==> config.mk <==
export PLATFORM = sky130hd
export DESIGN_NAME = difftest_commit_pack
export DESIGN_NICKNAME = d
export VERILOG_FILES = /design/src/rtl/difftest_commit_pack.sv
export SDC_FILE = /design/constraint.sdc
export NUM_CORES = 1
export LEC_CHECK = 0
export ABC_AREA = 1
export BUFFER_PORTS_ARGS = -buffer_cell sky130_fd_sc_hd__buf_2
export CORE_AREA = 4 4 180 182
export DETAILED_ROUTE_END_ITERATION = 8
export DIE_AREA = 0 0 184 186
export SKIP_LAST_GASP = 1
export SLEW_MARGIN = 20
export SYNTH_ARGS = -nofsm -noshare
export SYNTH_HDL_FRONTEND = slang
export SYNTH_SLANG_ARGS = --single-unit
==> constraint.sdc <==
create_clock -name clk -period 3.8 [get_ports clk]
set_clock_uncertainty 0.2 [all_clocks]
set_input_delay 0.76 -clock clk [delete_from_list [all_inputs] [get_ports clk]]
set_output_delay 0.76 -clock clk [all_outputs]
set_load 0.02 [all_outputs]
==> src/rtl/difftest_commit_pack.sv <==
// rtl/difftest_commit_pack.sv - compacts ROB retire slots onto difftest commit ports
// Registered packing, commit/cycle counters and a no-commit watchdog.
module difftest_commit_pack #(
   parameter int CONFIG_P_COMMIT_WIDTH = 1,
   parameter int CONFIG_WDT_CYCLES     = 1024
) (
   input  logic                                    clk,
   input  logic                                    rst_n,
   input  logic [(1<<CONFIG_P_COMMIT_WIDTH)-1:0]    i_valid,
   input  logic [(1<<CONFIG_P_COMMIT_WIDTH)*30-1:0] i_pc,
   input  logic [(1<<CONFIG_P_COMMIT_WIDTH)*32-1:0] i_insn,
   input  logic [(1<<CONFIG_P_COMMIT_WIDTH)-1:0]    i_wen,
   input  logic [(1<<CONFIG_P_COMMIT_WIDTH)*5-1:0]  i_wnum,
   input  logic [(1<<CONFIG_P_COMMIT_WIDTH)*32-1:0] i_wdata,
   output logic [(1<<CONFIG_P_COMMIT_WIDTH)-1:0]    o_valid,
   output logic [(1<<CONFIG_P_COMMIT_WIDTH)*30-1:0] o_pc,
   output logic [(1<<CONFIG_P_COMMIT_WIDTH)*32-1:0] o_insn,
   output logic [(1<<CONFIG_P_COMMIT_WIDTH)-1:0]    o_wen,
   output logic [(1<<CONFIG_P_COMMIT_WIDTH)*5-1:0]  o_wnum,
   output logic [(1<<CONFIG_P_COMMIT_WIDTH)*32-1:0] o_wdata,
   output logic [31:0]                             o_cmt_cnt,
   output logic [31:0]                             o_cycle_cnt,
   output logic                                    o_wdt_timeout
);

   localparam int CW = CONFIG_P_COMMIT_WIDTH;
   localparam int W  = 1 << CW;
   localparam logic [20:0] WDT_LIM = 21'(CONFIG_WDT_CYCLES);

   localparam logic [0:0] ST_RUN     = 1'b0;
   localparam logic [0:0] ST_TIMEOUT = 1'b1;

   logic [W-1:0]    pk_valid;
   logic [W*30-1:0] pk_pc;
   logic [W*32-1:0] pk_insn;
   logic [W-1:0]    pk_wen;
   logic [W*5-1:0]  pk_wnum;
   logic [W*32-1:0] pk_wdata;
   logic [CW:0]     pos;
   logic [CW:0]     n_cmt;

   logic [31:0]     cmt_cnt_q;
   logic [31:0]     cycle_cnt_q;
   logic [20:0]     idle_q;
   logic [20:0]     idle_d;
   logic [0:0]      state_q;
   logic [0:0]      state_d;

   // pos counts valid slots already placed, so it is the destination index of slot k
   always_comb begin
      pk_valid = '0;
      pk_pc    = '0;
      pk_insn  = '0;
      pk_wen   = '0;
      pk_wnum  = '0;
      pk_wdata = '0;
      pos      = '0;
      for (int k = 0; k < W; k++) begin
         if (i_valid[k]) begin
            for (int j = 0; j < W; j++) begin
               if (pos == j[CW:0]) begin
                  pk_valid[j]         = 1'b1;
                  pk_pc[j*30 +: 30]   = i_pc[k*30 +: 30];
                  pk_insn[j*32 +: 32] = i_insn[k*32 +: 32];
                  pk_wen[j]           = i_wen[k] & (i_wnum[k*5 +: 5] != 5'd0);
                  pk_wnum[j*5 +: 5]   = i_wnum[k*5 +: 5];
                  pk_wdata[j*32 +: 32] = i_wdata[k*32 +: 32];
               end
            end
            pos = pos + (CW+1)'(1);
         end
      end
      n_cmt = pos;
   end

   always_comb begin
      if (n_cmt != '0)
         idle_d = '0;
      else if (idle_q >= WDT_LIM)
         idle_d = WDT_LIM;
      else
         idle_d = idle_q + 21'd1;

      state_d = state_q;
      if (state_q == ST_RUN && idle_d == WDT_LIM)
         state_d = ST_TIMEOUT;
   end

   always_ff @(posedge clk or negedge rst_n) begin
      if (!rst_n) begin
         o_valid     <= '0;
         o_pc        <= '0;
         o_insn      <= '0;
         o_wen       <= '0;
         o_wnum      <= '0;
         o_wdata     <= '0;
         cmt_cnt_q   <= '0;
         cycle_cnt_q <= '0;
         idle_q      <= '0;
         state_q     <= ST_RUN;
      end else begin
         o_valid     <= pk_valid;
         o_pc        <= pk_pc;
         o_insn      <= pk_insn;
         o_wen       <= pk_wen;
         o_wnum      <= pk_wnum;
         o_wdata     <= pk_wdata;
         cmt_cnt_q   <= cmt_cnt_q + 32'(n_cmt);
         cycle_cnt_q <= cycle_cnt_q + 32'd1;
         idle_q      <= idle_d;
         state_q     <= state_d;
      end
   end

   assign o_cmt_cnt     = cmt_cnt_q;
   assign o_cycle_cnt   = cycle_cnt_q;
   assign o_wdt_timeout = (state_q == ST_TIMEOUT);

endmodule

======== After elaboration in Yosys (flattened, before gate mapping) ========
Index checks and enable logic that the tools add are counted.
word-level totals
  register bits after elaboration ......... 288
  logic and storage cells ................. 53
operators by class
  equality and inequality tests ........... 2
  add/subtract/negate cells ............... 4
  multiplexer cells ....................... 28
  order comparisons ....................... 1
  reductions and logical operators ........ 5
  bitwise logic cells ..................... 3
operators with widths
  cell                                                                                    count
  32-bit two-way mux                                                                      6
  64-bit two-way mux                                                                      2
  30-bit two-way mux                                                                      3
  60-bit two-way mux                                                                      1
  21-bit two-way mux                                                                      2
  32-bit by 1-bit adder with 32-bit output (second input constant)                        1
  32-bit by 2-bit adder with 32-bit output                                                1
  21-bit by 1-bit adder with 21-bit output (second input constant)                        1
  21-bit by 11-bit equality test with 1-bit output (second input constant)                1
  21-bit by 11-bit greater-or-equal comparator with 1-bit output (second input constant)  1
  5-bit two-way mux                                                                       3
  10-bit two-way mux                                                                      1
  5-bit nonzero test                                                                      2
  1-bit two-way mux                                                                       7
  2-bit two-way mux                                                                       3
  2-bit by 1-bit adder with 2-bit output (second input constant)                          1
  1-bit AND                                                                               2
  2-bit by 1-bit equality test with 1-bit output (second input constant)                  1
  2-bit logical NOT                                                                       1
  2-bit nonzero test                                                                      1
  1-bit logical AND                                                                       1
  1-bit NOT                                                                               1

======== Longest topological paths before layout ========
Gate-level depths: netlist of run 1.
  depth in word-level cells ............... 7
  depth in mapped cells ................... 13

======== Worst setup path before layout of run 1 ========
Ideal clock, no wire load.
  kind .................................... in2reg
  from .................................... in i_valid[0]
  to ...................................... reg cmt_cnt_q[30], in the netlist o_cmt_cnt[30]
  arrival ................................. 2,702 ps
  stages .................................. 12
  buffers on the path ..................... 1
  required time ........................... 3,520 ps
  setup slack ............................. 819 ps
  path through ............................ buf_2 inv_1 ha_1 ha_1 inv_1 fa_1 nor2_4 nand2_4 nor2_8 nand3_4 nor3_2 xor2_1
between the ends
  cells in the longest elaborated chain, start to end .. 4
ends and longest elaborated chain
  item                                          RTL line  source
  start: declaration                            9         input logic [(1<<CONFIG_P_COMMIT_WIDTH)-1:0] i_valid,
  1-bit two-way mux (*)                         59        if (i_valid[k]) begin
  2-bit by 1-bit adder with 2-bit output        70        pos = pos + (CW+1)'(1);
  2-bit two-way mux (*)                         59
  32-bit by 2-bit adder with 32-bit output (*)  108       cmt_cnt_q <= cmt_cnt_q + 32'(n_cmt);
  end signal: assignment                        108
  end: declaration                              42        logic [31:0] cmt_cnt_q;
Every way passes the cells marked *; elsewhere a longest branch is shown, timed or not.
A chain may end at the register's enable or synchronous reset.

======== Final worst setup path of run 1 ========
  from .................................... in i_valid[0]
  to ...................................... reg cmt_cnt_q[28], in the netlist o_cmt_cnt[28]
The elaborated chain is that of the path after synthesis.

==> results.cfg, run 1 <==
[floorplan]
core-area_um2 = 30600
die_w_um = 184
die_area_um2 = 34200
initial_core_util_pct = 36.3
rows = 64
die_height_um = 186
io_pins = 471

[logic_synthesis]
yosysSeqAreaShare_pct = 64.9
ys_ff_latch = 288
yosysWarningCount = 0
syn_avg_cell_area_um2 = 10.2
synthCells = 1092
synth_cell_types = 38
synth_area_um2 = 11100

[setup_path]
cp.arrival_ns = 2.84
r2r_cells = 9
cp.required_ns = 4.02
critPathMaxFanout = 6
end_kind = flip-flop
worst_setup_path_start_kind = input pin
path_class = in -> reg

[cells_and_area]
drive_gt1_share_pct = 35.0
area.sequential_um2 = 7210
multiInputGateArea_um2 = 3220
final_common_cell = buf_2
layout_common_cells = 468 x buf_2, 288 x dfrtp_1, 179 x nand2_1
num-nets-final = 1801
syn_to_final_growth_pct = 36.9
final_area_um2 = 15200
nFillCells = 2981

[place]
place_worst_setup_slack_ns = 0.657
place_area_um2 = 14000
portBuffers = 470
place_congestion = 0.897
dp_hpwl_mm = 28.6

[global_routing]
antenna_found_initial = 16
grt_overflow_total = 0
grt_pass1_wl_mm = 55.9
grt_pass1_vias = 9468
grt_use_total_pct = 21.2
grt_max_degree = 86

[clocking]
ctsResizeCount = 0
cts_buffers = 35
cts_sinks = 288
post-cts-setup-buffers = 0
cts-root-buf = clkbuf_16
cts_tree = built
cts_buffer_depth = 3
holdBufCountCts = 0
cts_htree_levels = 2
clkLatencyLatePin_ns = 0.50
clk_pin_slew_ns = 0.06

[sta]
post-route-period-util_pct = 68.9
hold_viol = 0
finalCriticalPeriod_ns = 2.62
max_clock_freq_mhz = 382
rsz0062_at_grt = no
setup_slack_ns = 1.18
worst_pin_slew_ns = 0.767
setup_viol = 0
finalSetupTns_ns = 0
slew_headroom_pct = 48.8
drv_slew = 0

[detailed_routing]
routedWlPerCell_um = 18.7
ant_nets = 0
drc_errors = 0
vias_per_cell = 4.58
drt_iter0_markers = 407
wirelength_mm = 37.5
routed-via-count = 9199
firstDrtPassIters = 5

[pwr]
p_leak_nw = 8.71
ir_worst_vdd_mv = 0.305
power.total_w = 0.00762
power_density_nw_per_um2 = 501

[hold_path]
hp-class = in -> async

[run_status]
status = finished, final reports clean

[job]
cap_violations = 0
[worst max-delay path, stage by stage]
cell	delay [ns]
buf_4	0.09
inv_1	0.13
ha_1	0.33
ha_1	0.16
inv_1	0.06
fa_1	0.45
nor2_4	0.18
nand2_4	0.09
nor2_8	0.14
nand4_2	0.14
nor3_2	0.15
xor2_1	0.15
[per-stage QoR]
step           hold slack (ns)  util, %  instances
2_1_floorplan            0.264        -       1101
3_3_place_gp             0.246     45.9       1947
3_5_place_dp             0.252     45.9       1947
4_1_cts                 0.0943     49.7       2007
5_1_grt                  0.112     49.7       2010
6_report                0.0609     49.7       2010
[final cells by class]
cell class / count / share of cell area [%]
well taps: 396 / 3.26
inverters: 161 / 3.98
clock inverters: 8 / 0.947
flip-flops and latches: 288 / 47.4
clock buffers: 52 / 6.71
diodes: 3 / 0.0494
repair buffers: 481 / 16.4
multi-input cells: 621 / 21.2
[synth_stat cells]
cell	count	area, um2
a21oi_1	2	10.0
and2_1	1	6.26
and3_1	1	6.26
buf_2	1	5.00
clkbuf_1	30	113
conb_1	1	3.75
dfrtp_1	288	7210
fa_1	1	20.0
ha_1	8	100
inv_1	159	597
inv_2	2	7.51
nand2_1	181	679
nand2_2	5	31.3
nand2_4	2	22.5
nand3_1	24	120
nand3_2	2	20.0
nand3_4	1	17.5
nand3b_1	1	7.51
nand4_1	24	150
nand4_2	1	12.5
nand4_4	1	21.3
nor2_1	150	563
nor2_2	4	25.0
nor2_4	4	45.0
nor2_8	1	20.0
nor3_1	19	95.1
nor3_2	3	30.0
nor3_4	2	32.5
nor3b_1	1	7.51
nor4_1	5	31.3
nor4_2	1	12.5
nor4_4	1	21.3
o21ai_0	99	495
o21bai_1	2	15.0
o22ai_1	3	18.8
o311ai_0	1	8.76
xnor2_1	24	210
xor2_1	36	315
[sequential cells by signal, summed over array words and instances, names as in the netlist]
register,flops
o_valid,2
o_wnum,10
o_cycle_cnt,32
o_wdt_timeout,1
o_wdata,64
idle_q,21
o_cmt_cnt,32
o_wen,2
o_insn,64
o_pc,60
[power breakdown]
group,switching [W],internal [W]
combinational,0.000628,0.000297
clock,0.00124,0.00212
sequential,0.0000922,0.00324
[per-layer routing]
metal,vias up,track usage [%],share of wire (%)
met1,4415,25.3,39
met5,-,0,0.40
met4,24,6.27,2.8
met2,319,37.3,51
met3,79,6.31,7.3
li1,4362,-,-
[path summary, 6_finish.rpt]
kind | end | slack [ns] | start
worst max-delay path | o_cmt_cnt[28]$_DFF_PN0_ | 1.18 | i_valid[0]
worst min-delay path | o_cmt_cnt[26]$_DFF_PN0_ | 0.06 | rst_n
worst max register to register | o_cmt_cnt[28]$_DFF_PN0_ | 1.63 | o_cmt_cnt[0]$_DFF_PN0_
worst min register to register | o_wdt_timeout$_DFFE_PN0P_ | 0.26 | o_wdt_timeout$_DFFE_PN0P_
max in group asynchronous | o_insn[38]$_DFF_PN0_ | 2.52 | rst_n
min in group clk | o_wdt_timeout$_DFFE_PN0P_ | 0.26 | o_wdt_timeout$_DFFE_PN0P_
[cells by family (layout without fill, tap and decap cells)]
kind of cell,after synthesis,after routing,synth area share (%)
simple gates,435,435,17.8
flops,288,288,64.9
buf+inv,192,702,6.50
compound gates,107,107,4.94
xor+xnor,60,60,4.73
fa+ha+maj,9,9,1.08
other cells,1,13,0.0338
Power figures use the tool's default switching activity.
==> inputs of run 2 (changes only) <==
--- a/config.mk
+++ b/config.mk
@@ -7,9 +7,9 @@
 export LEC_CHECK = 0
 export ABC_AREA = 1
 export BUFFER_PORTS_ARGS = -buffer_cell sky130_fd_sc_hd__buf_2
-export CORE_AREA = 4 4 180 182
+export CORE_AREA = 4 4 182 184
 export DETAILED_ROUTE_END_ITERATION = 8
-export DIE_AREA = 0 0 184 186
+export DIE_AREA = 0 0 186 188
 export SKIP_LAST_GASP = 1
 export SLEW_MARGIN = 20
 export SYNTH_ARGS = -nofsm -noshare
==> constraint.sdc (replaced) <==
create_clock -name clk -period 2.53 [get_ports clk]
set_clock_uncertainty 0.2 [all_clocks]
set_input_delay 0.506 -clock clk [delete_from_list [all_inputs] [get_ports clk]]
set_output_delay 0.506 -clock clk [all_outputs]
set_load 0.02 [all_outputs]
==> results.cfg, run 2 (synthesized netlist as in run 1, its figures left out) <==
[clocking]
post-cts-setup-buffers = 0
holdBufCountCts = 44
cts_tree = built
cts_buffers = 34
ctsResizeCount = 0
cts_buffer_depth = 3
cts_sinks = 288
cts_htree_levels = 2
clkLatencyLatePin_ns = 0.50
clk_pin_slew_ns = 0.06
cts-root-buf = clkbuf_16

[cells_and_area]
syn_to_final_growth_pct = 42.1
top_regs = o_insn (64), o_wdata (64), o_pc (60)
final_common_cell = buf_2
drive_gt1_share_pct = 35.1
stdcell_count = 2072
layout_common_cells = 468 x buf_2, 288 x dfrtp_1, 179 x nand2_1
final_area_um2 = 15800
num-nets-final = 1857
nFillCells = 2923
finish.utilization_pct = 50.3

[job]
cap_violations = 0

[global_routing]
grt_use_total_pct = 20.5
grt_overflow_total = 0
antenna_found_initial = 8
grt_max_degree = 89
grt_pass1_wl_mm = 56.0
grt_pass1_vias = 9698

[detailed_routing]
drc_errors = 0
vias_per_cell = 4.59
routed-via-count = 9516
firstDrtPassIters = 5
ant_nets = 0
drt_iter0_markers = 533
routedWlPerCell_um = 17.7
wirelength_mm = 36.7

[sta]
setup_viol = 0
hold_viol = 0
worst_pin_slew_ns = 0.660
drv_slew = 0
finalCriticalPeriod_ns = 2.16
max_clock_freq_mhz = 463
slew_headroom_pct = 56.0
fin_hold_ws_ns = 0.0251
setup_slack_ns = 0.372
post-route-period-util_pct = 85.3
rsz0062_at_grt = no

[place]
place_worst_setup_slack_ns = -0.176
dp_hpwl_mm = 27.9
place_inst = 1966
place_area_um2 = 14200
portBuffers = 470
place_congestion = 0.847

[floorplan]
initial_core_util_pct = 35.4
io_pins = 471
rows = 65
die_area_um2 = 35000
die_height_um = 188
die_w_um = 186
core-area_um2 = 31400

[run_status]
status = finished, final reports clean

[pwr]
p_leak_nw = 8.96
power_density_nw_per_um2 = 725
ir_worst_vdd_mv = 0.450

[setup_path]
cpMostUsedCell = ha_4
cp.required_ns = 2.74
worst_setup_path_start_kind = input pin
end_kind = flip-flop
critPathMaxFanout = 5
crit_chain = buf_2 -> inv_1 -> ha_4 -> ha_4 -> inv_2 -> fa_2 -> nor2_4 -> nand2_4 -> nor2_8 -> nand4_4 -> nor3_2 -> xor2_1
slowest_stage = fa_2
cp.arrival_ns = 2.37
path_class = in -> reg
slowest_delay_ns = 0.39

[hold_path]
hp-class = in -> reg
## run 2: cell types whose count changed in the layout (fill, tap and decap cells not counted), moves of 2 or more
| cell | previous run | this run |
|---|---|---|
| ha_1 | 8 | 6 |
| clkinv_2 | 3 | 5 |
| dlygate4sd3_1 | 0 | 44 |
| inv_1 | 159 | 157 |
| ha_4 | 0 | 2 |
| buf_4 | 8 | 19 |
| clkbuf_1 | 9 | 5 |
| buf_12 | 4 | 6 |
## run 2: where the power goes
group          leakage [nW]  total [W]  internal (W)  switching [W]
clock                 0.561    0.00494       0.00306        0.00187
sequential             3.74    0.00501       0.00486       0.000143
combinational          4.66    0.00150      0.000531       0.000968
## run 2: layer usage
metal | track usage, % | vias up | routed length [um]
met5 | 0 | - | 42
met4 | 6.56 | 8 | 1190
met3 | 5.82 | 78 | 2730
met2 | 34.3 | 368 | 17900
met1 | 25.5 | 4580 | 14800
li1 | - | 4482 | -
## run 2: final timing paths
| kind | from | end | slack, ns | cells past startpoint |
|---|---|---|---|---|
| worst max register to register | o_cmt_cnt[0]$_DFF_PN0_ | o_cmt_cnt[28]$_DFF_PN0_ | 0.41 | 9 |
| worst min register to register | o_cycle_cnt[31]$_DFF_PN0_ | o_cycle_cnt[31]$_DFF_PN0_ | 0.27 | 1 |
| worst max-delay path | i_valid[1] | o_cmt_cnt[28]$_DFF_PN0_ | 0.37 | 12 |
| max in group asynchronous | rst_n | o_cmt_cnt[25]$_DFF_PN0_ | 1.10 | 3 |
| min in group asynchronous | rst_n | o_wdata[11]$_DFF_PN0_ | 0.32 | 2 |
| worst min-delay path | i_wdata[17] | o_wdata[17]$_DFF_PN0_ | 0.03 | 3 |
## run 2: layout make-up
| type | count | area, um2 | area share (%) |
|---|---|---|---|
| Clock inverter | 10 | 131 | 0.832 |
| Timing Repair Buffer | 538 | 3060 | 19.4 |
| Sequential cell | 288 | 7210 | 45.7 |
| Tap cell | 402 | 503 | 3.19 |
| Antenna cell | 4 | 10.0 | 0.0634 |
| Multi-Input combinational cell | 621 | 3260 | 20.7 |
| Inverter | 161 | 607 | 3.84 |
| Clock buffer | 48 | 1000 | 6.37 |
## run 2: critical path: cells and delay by family
kind          cells  cell delay (ns)
xor+xnor          1             0.15
simple gates      5             0.71
buf+inv           3             0.20
fa+ha+maj         3             0.81
## run 2: stage by stage
step | total power (W) | TNS, ns
CTS | 0.0116 | 0
detailed placement | 0.00656 | -0.712
global placement | 0.00652 | -0.291
finish | 0.0114 | 0
floorplan | 0.00577 | 0
global route | 0.0119 | 0
